## src/rtl/motor_ramp_pkg.sv

```systemverilog
// Shared motor-command encodings and ramp FSM states, common to motor_ramp and pulseout.
package motor_ramp_pkg;

  localparam logic [1:0] FORWARD    = 2'b00;
  localparam logic [1:0] NEUTRAL    = 2'b01;
  localparam logic [1:0] REVERSE    = 2'b10;
  localparam logic [4:0] MC_NEUTRAL = 5'b00001;

  typedef enum logic [1:0] {
    IDLE  = 2'd0,
    DRIVE = 2'd1,
    HOLD  = 2'd2
  } ch_state_e;

  // The unused code 2'b11 is folded into NEUTRAL so nothing downstream ever sees it.
  function automatic logic [1:0] norm_dir(input logic [1:0] dir);
    return (dir == 2'b11) ? NEUTRAL : dir;
  endfunction

endpackage

```

## src/rtl/ramp_channel.sv

```systemverilog
// One motor channel: latched target, IDLE/DRIVE/HOLD slew FSM and registered command.
module ramp_channel
  import motor_ramp_pkg::*;
#(
  parameter int unsigned NEUTRAL_HOLD_TICKS = 4
) (
  input  logic       clk_i,
  input  logic       rst_i,
  input  logic       tick_i,
  input  logic       load_i,
  input  logic       estop_i,
  input  logic [4:0] tgt_i,
  output logic [4:0] mc_o,
  output logic       settled_o
);

  localparam logic [3:0] HOLD_LOAD = 4'(NEUTRAL_HOLD_TICKS);

  logic [4:0] tgt_q, tgt_d;
  ch_state_e  state_q, state_d;
  logic [2:0] power_q, power_d;
  logic [1:0] dir_q, dir_d;
  logic [3:0] hold_q, hold_d;
  logic [4:0] mc_q, mc_d;

  logic [1:0] tgt_dir;
  logic [2:0] tgt_pow;

  assign tgt_dir = tgt_q[1:0];
  assign tgt_pow = tgt_q[4:2];

  // NOTE: every always_comb output gets a default first so no path can infer a latch.
  always_comb begin
    tgt_d   = tgt_q;
    state_d = state_q;
    power_d = power_q;
    dir_d   = dir_q;
    hold_d  = hold_q;

    if (estop_i) begin
      tgt_d   = MC_NEUTRAL;
      state_d = HOLD;
      hold_d  = HOLD_LOAD;
    end else begin
      if (load_i) tgt_d = {tgt_i[4:2], norm_dir(tgt_i[1:0])};
      // The FSM reads tgt_q, so a command landing on a tick edge waits for the next tick.
      if (tick_i) begin
        case (state_q)
          IDLE: begin
            if (tgt_dir == FORWARD || tgt_dir == REVERSE) begin
              state_d = DRIVE;
              dir_d   = tgt_dir;
              power_d = 3'd0;
            end
          end
          DRIVE: begin
            if (tgt_dir == dir_q) begin
              if (power_q < tgt_pow)      power_d = power_q + 3'd1;
              else if (power_q > tgt_pow) power_d = power_q - 3'd1;
            end else if (power_q != 3'd0) begin
              power_d = power_q - 3'd1;
            end else begin
              state_d = HOLD;
              hold_d  = HOLD_LOAD;
            end
          end
          HOLD: begin
            if (hold_q == 4'd1) state_d = IDLE;
            else                hold_d  = hold_q - 4'd1;
          end
          default: state_d = IDLE;
        endcase
      end
    end

    mc_d = (state_d == DRIVE) ? {power_d, dir_d} : MC_NEUTRAL;
  end

  // NOTE: state registers use non-blocking assignments so every flop samples pre-edge values.
  always_ff @(posedge clk_i or posedge rst_i) begin
    if (rst_i) begin
      tgt_q   <= MC_NEUTRAL;
      state_q <= IDLE;
      power_q <= 3'd0;
      dir_q   <= NEUTRAL;
      hold_q  <= 4'd0;
      mc_q    <= MC_NEUTRAL;
    end else begin
      tgt_q   <= tgt_d;
      state_q <= state_d;
      power_q <= power_d;
      dir_q   <= dir_d;
      hold_q  <= hold_d;
      mc_q    <= mc_d;
    end
  end

  assign mc_o      = mc_q;
  assign settled_o = ((tgt_dir == NEUTRAL) && (state_q == IDLE)) ||
                     ((state_q == DRIVE) && (dir_q == tgt_dir) && (power_q == tgt_pow));

endmodule

```

## src/rtl/motor_ramp.sv

```systemverilog
// Two-channel motor command slew limiter: shared ramp tick, command fan-out, settled AND.
module motor_ramp
  import motor_ramp_pkg::*;
#(
  parameter int unsigned STEP_CYCLES        = 1200000,
  parameter int unsigned NEUTRAL_HOLD_TICKS = 4
) (
  input  logic       CLK,
  input  logic       RST,
  input  logic       CMD_VALID,
  input  logic [4:0] TGT1,
  input  logic [4:0] TGT2,
  input  logic       ESTOP,
  output logic [4:0] MC1,
  output logic [4:0] MC2,
  output logic       TICK,
  output logic       SETTLED
);

  localparam int unsigned CW = (STEP_CYCLES > 1) ? $clog2(STEP_CYCLES) : 1;
  localparam logic [CW-1:0] LAST = CW'(STEP_CYCLES - 1);

  logic [CW-1:0] cnt_q, cnt_d;
  logic          tick_q, tick_d;
  logic          load;
  logic          settled1, settled2;

  // TICK is registered against the next count so it is high exactly while cnt_q == LAST.
  always_comb begin
    cnt_d  = (cnt_q == LAST) ? '0 : cnt_q + 1'b1;
    tick_d = (cnt_d == LAST);
  end

  // NOTE: only control/datapath flops exist here, so all of them take the async reset.
  always_ff @(posedge CLK or posedge RST) begin
    if (RST) begin
      cnt_q  <= '0;
      tick_q <= 1'b0;
    end else begin
      cnt_q  <= cnt_d;
      tick_q <= tick_d;
    end
  end

  assign load = CMD_VALID & ~ESTOP;

  ramp_channel #(.NEUTRAL_HOLD_TICKS(NEUTRAL_HOLD_TICKS)) u_ch1 (
    .clk_i     (CLK),
    .rst_i     (RST),
    .tick_i    (tick_q),
    .load_i    (load),
    .estop_i   (ESTOP),
    .tgt_i     (TGT1),
    .mc_o      (MC1),
    .settled_o (settled1)
  );

  ramp_channel #(.NEUTRAL_HOLD_TICKS(NEUTRAL_HOLD_TICKS)) u_ch2 (
    .clk_i     (CLK),
    .rst_i     (RST),
    .tick_i    (tick_q),
    .load_i    (load),
    .estop_i   (ESTOP),
    .tgt_i     (TGT2),
    .mc_o      (MC2),
    .settled_o (settled2)
  );

  assign TICK    = tick_q;
  assign SETTLED = settled1 & settled2;

endmodule

```

## config.mk

```make
export PLATFORM = sky130hd
export DESIGN_NAME = motor_ramp
export DESIGN_NICKNAME = d
export VERILOG_FILES = /design/src/rtl/motor_ramp_pkg.sv /design/src/rtl/ramp_channel.sv /design/src/rtl/motor_ramp.sv
export SDC_FILE = /design/constraint.sdc
export NUM_CORES = 1
export LEC_CHECK = 0
export CAP_MARGIN = 20
export CELL_PAD_IN_SITES_DETAIL_PLACEMENT = 0
export CELL_PAD_IN_SITES_GLOBAL_PLACEMENT = 1
export CORE_ASPECT_RATIO = 1.5
export CORE_MARGIN = 2
export CORE_UTILIZATION = 46
export CTS_CLUSTER_SIZE = 12
export DETAILED_ROUTE_END_ITERATION = 8
export PLACE_DENSITY = 0.76
export REMOVE_ABC_BUFFERS = 1
export SYNTH_ARGS = -nofsm -noshare
export SYNTH_HDL_FRONTEND = slang
export SYNTH_SLANG_ARGS = --single-unit
export TNS_END_PERCENT = 30
```

## constraint.sdc

```tcl
create_clock -name CLK -period 2.5 [get_ports CLK]
set_input_delay 0.5 -clock CLK [delete_from_list [all_inputs] [get_ports CLK]]
set_output_delay 0.5 -clock CLK [all_outputs]
set_load 0.1 [all_outputs]
```

==> reports/results.ini, run 1 <==
[synthesis]
synth_cell_types = 61
ys_ff_latch = 64
yosysTopAreaCellShare = 0.409
synth_enable_flop_cells = 0
synth-seq-area-share = 0.454
ys_top_cells_by_area = sky130_fd_sc_hd__dfrtp_1 (41%), sky130_fd_sc_hd__ha_1 (6.0%), sky130_fd_sc_hd__dfstp_2 (4.4%)
synthesis.area_um2 = 3550
ys.warnings.count = 0
synth_area_leader_cell = sky130_fd_sc_hd__dfrtp_1
postSynthCellCount = 362
postSynth.topFlopCell = sky130_fd_sc_hd__dfrtp_1
syn_area_per_cell_um2 = 9.80
async_reset_ff_frac = 1.00

[worst_hold_path]
hold_class = register to register
number_of_stages_on_the_worst_hold_path = 1
min-delay-start = cnt_q[0]
worstHoldEndpoint = cnt_q[0]

[setup_path]
rrSetupSlack_ps = 180
critical_path.reg2reg.endpoint = u_ch2.mc_o[3]
crit_path_cell_trace = inv_2, ha_4, and3_4, a31oi_4, nor4_2, buf_4, buf_12
timing.critical_path.arrival_ps = 1890
critPathSlowestCell = sky130_fd_sc_hd__dfrtp_1
cp_slowest_stage_delay_ps = 370
setup.worst_path.start_class = register
reg2regPathDepth = 9
critical_path.endpoint_type = output port
worst-path-max-fanout = 5
critical_path_required_ps = 2000
start_of_the_worst_register_to_register_path = u_ch2.power_q[1]
setup.worst_path.class = register to output port

[clock_tree]
clkLatencyLatePin_ps = 330
cts_buffer_depth = 2
cts_htree_levels = 3
clkTransAtPathRegs_ps = 50
inserted_clock_buffers = 9
cts_tree = yes
clock_root_buffer_master = sky130_fd_sc_hd__clkbuf_16
numClockSinks = 64

[place]
postPlaceCellArea_um2 = 3930
port_buffers = 25
detailed_place_hpwl_mm = 5.75
place.detailed.instances = 492
place_congestion = 0.861
preCtsSetupSlack_ps = 218

[finish]
finish.utilization = 0.573
antenna_cells_inserted = 0
layout.cell_area.non_filler_um2 = 4330
finish.cell_count_without_fillers = 512
filler_cell_count = 705
layout-drive-gt1-share = 0.180
synthToLayoutAreaGrowth_pct = 22.1
finish.net_count = 438

[detailed_routing]
maxUsedRoutingLayer = met4
drt.antenna.violating_nets = 0
routed-wl-met3_um = 220
num_vias = 2715
wl_mm = 7.73
routedWlPerCell_um = 15.1
routed_via_density = 5.30
drt_first_pass_iters = 4
post-route-drc-count = 0
routedLengthMet1_mm = 3.15
wl_met2_mm = 4.19
drt-initial-drc-count = 142

[floorplanning]
die_y_um = 112
die_width_um = 75.7
floorplan.die_area_um2 = 8440
rows = 39
io_pins = 26
floorplan.core_area_um2 = 7560
initial_standard_cell_utilization_of_the_core = 0.469

[global_route]
maximum_number_of_pins_on_one_net_before_global_route_repair = 26
grt_pass1_wl_mm = 12.9
antenna_found_initial = 0
gr-usage-all-layers = 0.200
first_global_vias = 2766
grt_overflow_total = 0

[timing]
maxSlewHeadroom = 0.593
fin_crit_ps = 2390
setup-violations-final = 0
slew_viol_final = 0
timing.fmax_ghz = 0.419
number_of_endpoints_with_negative_hold_slack_in_the_final_report = 0
min_period_over_period = 0.956
worst-slew-pin-transition_ps = 608
setup_ws_ps = 111
fin_skew_ps = 5.55

[power]
max-vdd-ir-drop_uv = 355
power.total_uw = 2300
p_per_area_nw_per_um2 = 532
power_leakage_uw = 0.00194

[run]
drv_cap = 0

[status]
outcome = finished, final reports clean

placed cells by master (no fill, tap or decap), drive strengths merged, types with 12 or more instances in the layout:
| cell type | n |
|---|---|
| clkdlybuf4s50 | 13 |
| a21oi | 12 |
| nand2 | 37 |
| buf | 27 |
| clkbuf | 13 |
| inv | 19 |
| xnor2 | 13 |
| o21ai | 15 |
| nor2 | 43 |
| dfrtp | 58 |
| nand3 | 13 |
| ha | 17 |
cell usage after synthesis, types with 2 or more instances:
cell,count
sky130_fd_sc_hd__dfrtp_1,58
sky130_fd_sc_hd__nor2b_1,10
sky130_fd_sc_hd__o21a_1,4
sky130_fd_sc_hd__nand4_1,6
sky130_fd_sc_hd__ha_1,17
sky130_fd_sc_hd__nand2_1,37
sky130_fd_sc_hd__buf_2,2
sky130_fd_sc_hd__and2_1,4
sky130_fd_sc_hd__nand2b_1,8
sky130_fd_sc_hd__xor2_1,10
sky130_fd_sc_hd__dfstp_2,6
sky130_fd_sc_hd__o21bai_1,3
sky130_fd_sc_hd__or2_1,3
sky130_fd_sc_hd__nor3_1,10
sky130_fd_sc_hd__nand3b_1,2
sky130_fd_sc_hd__buf_6,2
sky130_fd_sc_hd__and3_1,5
sky130_fd_sc_hd__nor4_1,4
sky130_fd_sc_hd__o21ai_0,14
sky130_fd_sc_hd__mux2i_1,9
sky130_fd_sc_hd__nor4b_1,2
sky130_fd_sc_hd__a31oi_1,6
sky130_fd_sc_hd__nor2_1,42
sky130_fd_sc_hd__a211o_1,5
sky130_fd_sc_hd__nand3_1,13
sky130_fd_sc_hd__nand4_4,2
sky130_fd_sc_hd__mux2_2,3
sky130_fd_sc_hd__xnor2_1,13
sky130_fd_sc_hd__inv_1,18
sky130_fd_sc_hd__a21oi_1,12
sky130_fd_sc_hd__or2_2,2
metrics by stage:
| stage | hold slack [ps] | setup TNS (ps) |
|---|---|---|
| 2_1_floorplan | 451 | -1900 |
| 3_3_place_gp | 490 | 0 |
| 3_5_place_dp | 494 | 0 |
| 4_1_cts | 500 | 0 |
| 5_1_grt | 521 | -21.3 |
| 6_report | 502 | 0 |
layer usage:
| layer | vias to the layer above | track usage |
|---|---|---|
| li1 | 1352 | - |
| met2 | 31 | 0.344 |
| met5 | - | 0 |
| met4 | 0 | 0.0901 |
| met3 | 12 | 0.0389 |
| met1 | 1320 | 0.231 |
sequential cells by signal, indices dropped and copies added (netlist names), 2 cells and up:
register and flops:
u_ch2.tgt_q 5, u_ch2.dir_q 2, u_ch1.state_q 2, u_ch2.mc_o 5, u_ch1.dir_q 2, u_ch2.hold_q 4, u_ch1.power_q 3, cnt_q 21
u_ch2.state_q 2, u_ch2.power_q 3, u_ch1.tgt_q 5, u_ch1.mc_o 5, u_ch1.hold_q 4
critical path: cells and delay by family, from the launching register on:
kind            cells  cell delay (ps)
fa+ha+maj           1              260
flops               1              370
compound gates      1               90
simple gates        2              430
buf+inv             3              400
how the worst max path moves through the flow:
stage,from,end,cells past startpoint
after floorplan,u_ch1.tgt_q[0],SETTLED,4
after global placement,u_ch2.tgt_q[0],SETTLED,6
after detailed placement,u_ch2.tgt_q[0],SETTLED,6
after CTS,u_ch2.power_q[0],SETTLED,7
after global routing,u_ch2.power_q[0],SETTLED,7
final,u_ch2.power_q[0],SETTLED,7
final cells by class:
cell class	count	area [um2]	share of cell area
Sequential cell	64	1610	0.372
Inverter	19	71.3	0.0165
Multi-Input combinational cell	273	1920	0.443
Clock inverter	1	5.00	0.00116
Clock buffer	13	250	0.0578
Timing Repair Buffer	40	345	0.0797
Tap cell	102	128	0.0295
kinds of logic after synthesis:
kind of cell	share of synthesized area
buffers and inverters	0.0314
flip-flops	0.454
multiplexers	0.0349
XOR/XNOR	0.0614
AND/OR/NAND/NOR	0.245
AO/OA/AOI/OAI	0.113
adder cells (fa/ha/maj)	0.0600
report_power, final:
part | total [uW] | internal [uW] | leakage [uW] | switching (uW)
Clock | 1100 | 684 | 0.000126 | 413
Sequential | 1060 | 1050 | 0.000825 | 8.48
Combinational | 148 | 66.4 | 0.000988 | 81.4
Total | 2300 | 1800 | 0.00194 | 503
timing repair:
action                     in CTS  in global routing
buffers inserted                1                  5
resized for setup               7                 11
pin swaps                       1                  4
setup endpoints to repair       1                  1
hold buffers                    0                  0
(Power assumes the default switching activity.)
==> run 2, diff against run 1 <==
--- a/config.mk
+++ b/config.mk
@@ -14,6 +14,7 @@
 export CTS_CLUSTER_SIZE = 12
 export DETAILED_ROUTE_END_ITERATION = 8
 export PLACE_DENSITY = 0.76
+export RECOVER_POWER = 100
 export REMOVE_ABC_BUFFERS = 1
 export SYNTH_ARGS = -nofsm -noshare
 export SYNTH_HDL_FRONTEND = slang
==> reports/results.ini, run 2 (synthesis gave the netlist of run 1 again) <==
[finish]
finish.net_count = 438  ; unchanged
filler_cell_count = 725  ; was 705
synthToLayoutAreaGrowth_pct = 19.3  ; was 22.1%
mostFrequentLayoutCell = sky130_fd_sc_hd__dfrtp_1  ; unchanged
mostFrequentLayoutCells = sky130_fd_sc_hd__dfrtp_1 (56), sky130_fd_sc_hd__nor2_1 (41), sky130_fd_sc_hd__nand2_1 (37)  ; unchanged
antenna_cells_inserted = 0  ; unchanged
regArea_um2 = 1610  ; unchanged
finish.cell_count_without_fillers = 512  ; unchanged
largest_reg_flops = 21  ; unchanged
register_with_the_most_flip_flops = cnt_q  ; unchanged
layout-drive-gt1-share = 0.122  ; was 0.180
multiInputGateArea_um2 = 1870  ; was 1920 um2

[clock_tree]
cts_tree = yes  ; unchanged
inserted_clock_buffers = 9  ; unchanged
clock_root_buffer_master = sky130_fd_sc_hd__clkbuf_16  ; unchanged
numClockSinks = 64  ; unchanged
cts_buffer_depth = 2  ; unchanged
cts_htree_levels = 3  ; unchanged
holdBufCountCts = 0  ; unchanged
clkLatencyLatePin_ps = 330  ; about the same
clkTransAtPathRegs_ps = 50  ; about the same

[setup_path]
setup.worst_path.class = register to output port  ; unchanged
timing.critical_path.arrival_ps = 1890  ; about the same
setup.worst_path.start_class = register  ; unchanged
worst-path-max-fanout = 5  ; unchanged
critical_path_required_ps = 2000  ; about the same
critical_path.endpoint_type = output port  ; unchanged

[timing]
setup-violations-final = 0  ; unchanged
fin_crit_ps = 2390  ; about the same
min_period_over_period = 0.957  ; was 0.956
maxSlewHeadroom = 0.209  ; was 0.593
fin_skew_ps = 5.00  ; was 5.55 ps
number_of_endpoints_with_negative_hold_slack_in_the_final_report = 0  ; unchanged
timing.fmax_ghz = 0.418  ; was 0.419 GHz
slew_viol_final = 0  ; unchanged
worst-slew-pin-transition_ps = 1190  ; was 608 ps

[global_route]
grt_overflow_total = 0  ; unchanged
gr-usage-all-layers = 0.200  ; unchanged
grt_pass1_wl_mm = 12.9  ; unchanged
first_global_vias = 2766  ; unchanged
antenna_found_initial = 0  ; unchanged
maximum_number_of_pins_on_one_net_before_global_route_repair = 26  ; unchanged

[power]
sw_frac_of_total = 0.218  ; about the same
power.total_uw = 2300  ; about the same
power_leakage_uw = 0.00186  ; was 0.00194 uW
internal-power_uw = 1800  ; about the same
clock_power_share = 0.477  ; was 0.476
power.combinational.fraction = 0.062  ; was 0.064
p_per_area_nw_per_um2 = 543  ; was 532 nW/um2
sequentialPowerShare = 0.461  ; was 0.459
switchingPower_uw = 500  ; was 503 uW
max-vdd-ir-drop_uv = 358  ; was 355 uV

[status]
outcome = finished, final reports clean  ; unchanged

[detailed_routing]
drt_first_pass_iters = 5  ; was 4
drt.antenna.violating_nets = 0  ; unchanged
drt-initial-drc-count = 142  ; unchanged
num_vias = 2738  ; was 2715
routed_via_density = 5.35  ; was 5.30
post-route-drc-count = 0  ; unchanged
wl_mm = 7.77  ; was 7.73 mm
routedWlPerCell_um = 15.2  ; was 15.1 um

[place]
port_buffers = 25  ; unchanged
place.detailed.instances = 492  ; unchanged
detailed_place_hpwl_mm = 5.75  ; unchanged
place_congestion = 0.861  ; unchanged

[floorplanning]
floorplan.die_area_um2 = 8440  ; unchanged
die_width_um = 75.7  ; unchanged
die_y_um = 112  ; unchanged
io_pins = 26  ; unchanged
rows = 39  ; unchanged
initial_standard_cell_utilization_of_the_core = 0.469  ; unchanged
floorplan.core_area_um2 = 7560  ; unchanged

[run]
drv_cap = 0  ; unchanged

[worst_hold_path]
hold_class = register to register  ; unchanged

-- run 2: cell count changes in the layout (fill, tap and decap cells not counted), sizes merged --
cell           change
clkbuf            +15
dlygate4sd3        +3
buf               -15
clkdlybuf4s50      -3
-- run 2: power groups by stage --
stage	Sequential (uW)	Clock, uW	Combinational (uW)
after detailed placement	1070	0	134
after global routing	1060	1170	160
final	1060	1090	143
after floorplan	1070	0	75.3
after CTS	1060	1120	140
after global placement	1070	0	132
-- run 2: timing repair --
action	4_1_cts	5_1_grt
pin swaps	1	4
endpoints found under the setup margin	1	1
setup buffers	1	5
resized for setup	7	11
-- run 2: final cells by class --
class / count / area share
Tap cell: 102 / 0.0302
Clock buffer: 13 / 0.0592
Inverter: 19 / 0.0169
Sequential cell: 64 / 0.381
Multi-Input combinational cell: 273 / 0.443
Timing Repair Buffer: 40 / 0.0686
Clock inverter: 1 / 0.00118
-- run 2: per-stage QoR --
step	area [um2]	setup slack (ps)	util	hold WS, ps	TNS, ps
final	4230	108	0.559	503	0
after global routing	4230	-21.3	0.559	521	-21.3
after CTS	4210	5.41	0.557	500	0
after detailed placement	3930	218	0.520	494	0
after global placement	3930	213	0.520	490	0
after floorplan	3510	-1900	-	451	-1900
-- run 2: worst paths after layout --
| path | startpoint | end | slack (ps) | cells after the start |
|---|---|---|---|---|
| worst min register to register | cnt_q[0] | cnt_q[0] | 500 | 1 |
| max in group asynchronous | RST | cnt_q[1] | 520 | 3 |
| min in group asynchronous | RST | u_ch1.state_q[1] | 820 | 2 |
| worst min-delay path | cnt_q[0] | cnt_q[0] | 500 | 1 |
| worst max register to register | u_ch2.power_q[1] | u_ch2.mc_o[3] | 180 | 9 |
| worst max-delay path | u_ch2.power_q[0] | SETTLED | 110 | 7 |
-- run 2: per-layer routing --
layer  wire [um]  global-route usage  vias up
li1            -                   -     1355
met1        3200               0.231     1333
met2        4160               0.344       35
met3         208              0.0389       15
met4         203              0.0901        0
met5           0                   0        -
-- run 2: worst max-delay path: stages (launching register included) --
cell                      delay [ps]
sky130_fd_sc_hd__dfrtp_1         370
sky130_fd_sc_hd__inv_2            80
sky130_fd_sc_hd__ha_4            260
sky130_fd_sc_hd__and3_4          210
sky130_fd_sc_hd__a31oi_4          90
sky130_fd_sc_hd__nor4_2          220
sky130_fd_sc_hd__buf_4           160
sky130_fd_sc_hd__buf_12          160
==> run 3, diff against run 2 <==
--- a/config.mk
+++ b/config.mk
@@ -13,7 +13,7 @@
 export CORE_UTILIZATION = 46
 export CTS_CLUSTER_SIZE = 12
 export DETAILED_ROUTE_END_ITERATION = 8
-export PLACE_DENSITY = 0.76
+export PLACE_DENSITY_LB_ADDON = 0.1
 export RECOVER_POWER = 100
 export REMOVE_ABC_BUFFERS = 1
 export SYNTH_ARGS = -nofsm -noshare
==> constraint.sdc (replaced) <==
create_clock -name CLK -period 2.5 [get_ports CLK]
set_input_delay 0.375 -clock CLK [delete_from_list [all_inputs] [get_ports CLK]]
set_output_delay 0.375 -clock CLK [all_outputs]
set_load 0.1 [all_outputs]
==> reports/results.ini, run 3 (synthesis gave the netlist of run 1 again) <==
[detailed_routing]
routedWlPerCell_um = 14.4  ; was 15.2 um
routed_via_density = 5.31  ; was 5.35
drt_first_pass_iters = 4  ; was 5
num_vias = 2676  ; was 2738
drt-initial-drc-count = 150  ; was 142
wl_mm = 7.28  ; was 7.77 mm
drt.antenna.violating_nets = 0  ; unchanged
post-route-drc-count = 0  ; unchanged

[finish]
register_with_the_most_flip_flops = cnt_q  ; unchanged
mostFrequentLayoutCells = sky130_fd_sc_hd__dfrtp_1 (55), sky130_fd_sc_hd__nor2_1 (42), sky130_fd_sc_hd__nand2_1 (37)  ; was sky130_fd_sc_hd__dfrtp_1 (56), sky130_fd_sc_hd__nor2_1 (41), sky130_fd_sc_hd__nand2_1 (37)
layout-drive-gt1-share = 0.104  ; was 0.122
layout.cell_area.non_filler_um2 = 4150  ; was 4230 um2
mostFrequentLayoutCell = sky130_fd_sc_hd__dfrtp_1  ; unchanged
antenna_cells_inserted = 0  ; unchanged
finish.utilization = 0.549  ; was 0.559
largest_reg_flops = 21  ; unchanged
synthToLayoutAreaGrowth_pct = 17.0  ; was 19.3%
finish.net_count = 428  ; was 438

[setup_path]
start_of_the_worst_register_to_register_path = u_ch2.power_q[1]  ; unchanged
reg2regPathDepth = 7  ; was 9
setup.worst_path.class = register to output port  ; unchanged
critical_path.reg2reg.endpoint = u_ch2.mc_o[3]  ; unchanged
critical_path.endpoint_type = output port  ; unchanged
worst-path-max-fanout = 6  ; was 5
setup.worst_path.start_class = register  ; unchanged
rrSetupSlack_ps = 260  ; was 180 ps
timing.critical_path.arrival_ps = 1990  ; was 1890 ps
critical_path_required_ps = 2120  ; was 2000 ps

[timing]
fin_crit_ps = 2370  ; was 2390 ps
timing.fmax_ghz = 0.423  ; was 0.418 GHz
min_period_over_period = 0.946  ; was 0.957
worst-slew-pin-transition_ps = 1540  ; was 1190 ps
fin_skew_ps = 7.67  ; was 5.00 ps
slew_viol_final = 65  ; was 0
maxSlewHeadroom = -0.0281  ; was 0.209
number_of_endpoints_with_negative_hold_slack_in_the_final_report = 0  ; unchanged
grt_setup_unrepaired = false
setup-violations-final = 0  ; unchanged

[worst_hold_path]
worstHoldEndpoint = cnt_q[0]  ; unchanged
hold_class = register to register  ; unchanged
min-delay-start = cnt_q[0]  ; unchanged
number_of_stages_on_the_worst_hold_path = 1  ; unchanged

[global_route]
first_global_vias = 2678  ; was 2766
grt_pass1_wl_mm = 12.5  ; was 12.9 mm
maximum_number_of_pins_on_one_net_before_global_route_repair = 65  ; was 26
grt_overflow_total = 0  ; unchanged
gr-usage-all-layers = 0.196  ; was 0.200
antenna_found_initial = 0  ; unchanged

[place]
port_buffers = 25  ; unchanged
detailed_place_hpwl_mm = 5.39  ; was 5.75 mm
postPlaceCellArea_um2 = 3910  ; was 3930 um2
place_congestion = 0.797  ; was 0.861

[floorplanning]
die_y_um = 112  ; unchanged
floorplan.core_area_um2 = 7560  ; unchanged
rows = 39  ; unchanged
die_width_um = 75.7  ; unchanged
floorplan.die_area_um2 = 8440  ; unchanged
io_pins = 26  ; unchanged
initial_standard_cell_utilization_of_the_core = 0.469  ; unchanged

[power]
max-vdd-ir-drop_uv = 382  ; was 358 uV
p_per_area_nw_per_um2 = 590  ; was 543 nW/um2
power_leakage_uw = 0.00184  ; was 0.00186 uW

[run]
drv_cap = 1  ; was 0

[status]
violations = capacitance limit, slew limit
outcome = finished, violations left  ; was finished, final reports clean

[clock_tree]
cts_buffer_depth = 2  ; unchanged
numClockSinks = 64  ; unchanged
clock_root_buffer_master = sky130_fd_sc_hd__clkbuf_16  ; unchanged
cts_tree = yes  ; unchanged
holdBufCountCts = 0  ; unchanged
clkLatencyLatePin_ps = 330  ; about the same
cts_htree_levels = 3  ; unchanged
clkTransAtPathRegs_ps = 60  ; was 50 ps
inserted_clock_buffers = 9  ; unchanged

-- run 3: cell count changes in the layout (fill, tap and decap cells not counted), moves of 2 or more --
cell                         previous run  this run
sky130_fd_sc_hd__buf_4                 11         3
sky130_fd_sc_hd__clkbuf_1              17        11
sky130_fd_sc_hd__ha_1                  14        17
sky130_fd_sc_hd__ha_4                   3         0
sky130_fd_sc_hd__clkinvlp_4             0         2
sky130_fd_sc_hd__mux2_1                 3         1
sky130_fd_sc_hd__mux2_2                 0         2
-- run 3: critical path, stage by stage, from the launching register on --
cell,delay [ps]
sky130_fd_sc_hd__dfrtp_2,440
sky130_fd_sc_hd__ha_1,330
sky130_fd_sc_hd__and3_4,210
sky130_fd_sc_hd__a31oi_1,100
sky130_fd_sc_hd__nor4_2,230
sky130_fd_sc_hd__bufbuf_16,350
-- run 3: cell type report --
cell class,count,area (um2)
clock buffers,10,239
flip-flops and latches,64,1610
well taps,102,128
repair buffers,30,236
multi-input cells,273,1790
inverters,19,71.3
fillers,702,3410
clock inverters,6,67.6
-- run 3: metrics by stage --
step / setup slack, ps / TNS (ps) / cells / total power, uW / hold slack [ps]
after floorplan: -1780 / -1780 / 356 / 1150 / 438
after global placement: 288 / 0 / 487 / 1200 / 478
after detailed placement: 240 / 0 / 487 / 1210 / 491
after CTS: 1.31 / 0 / 503 / 2490 / 468
after global routing: 11.6 / 0 / 504 / 2560 / 526
final: 135 / 0 / 504 / 2450 / 498
-- run 3: worst max path at each step --
stage / start / to / slack, ps / cells after the start
after global routing: u_ch1.power_q[0] / SETTLED / 10 / 6
after floorplan: u_ch1.tgt_q[0] / SETTLED / -1780 / 4
after CTS: u_ch2.power_q[2] / SETTLED / 1 / 5
final: u_ch1.power_q[2] / SETTLED / 130 / 5
after global placement: u_ch2.power_q[2] / SETTLED / 290 / 5
after detailed placement: u_ch2.power_q[2] / SETTLED / 240 / 5
-- run 3: where the power goes --
part / switching, uW / internal, uW
combinational: 73.2 / 54.6
sequential: 7.80 / 1050
clock: 466 / 801
-- run 3: timing repair --
action,in CTS,in global routing
pin swaps,0,1
resized for setup,1,7
cloned,0,0
endpoints found under the setup margin,1,1
setup buffers,0,1
-- run 3: per-layer routing --
layer / wire length [um] / vias to the layer above / track usage
met1: 3030 / 1286 / 0.222
li1: - / 1338 / -
met4: 199 / 0 / 0.0784
met5: 0 / - / 0
met2: 3870 / 38 / 0.336
met3: 186 / 14 / 0.0570
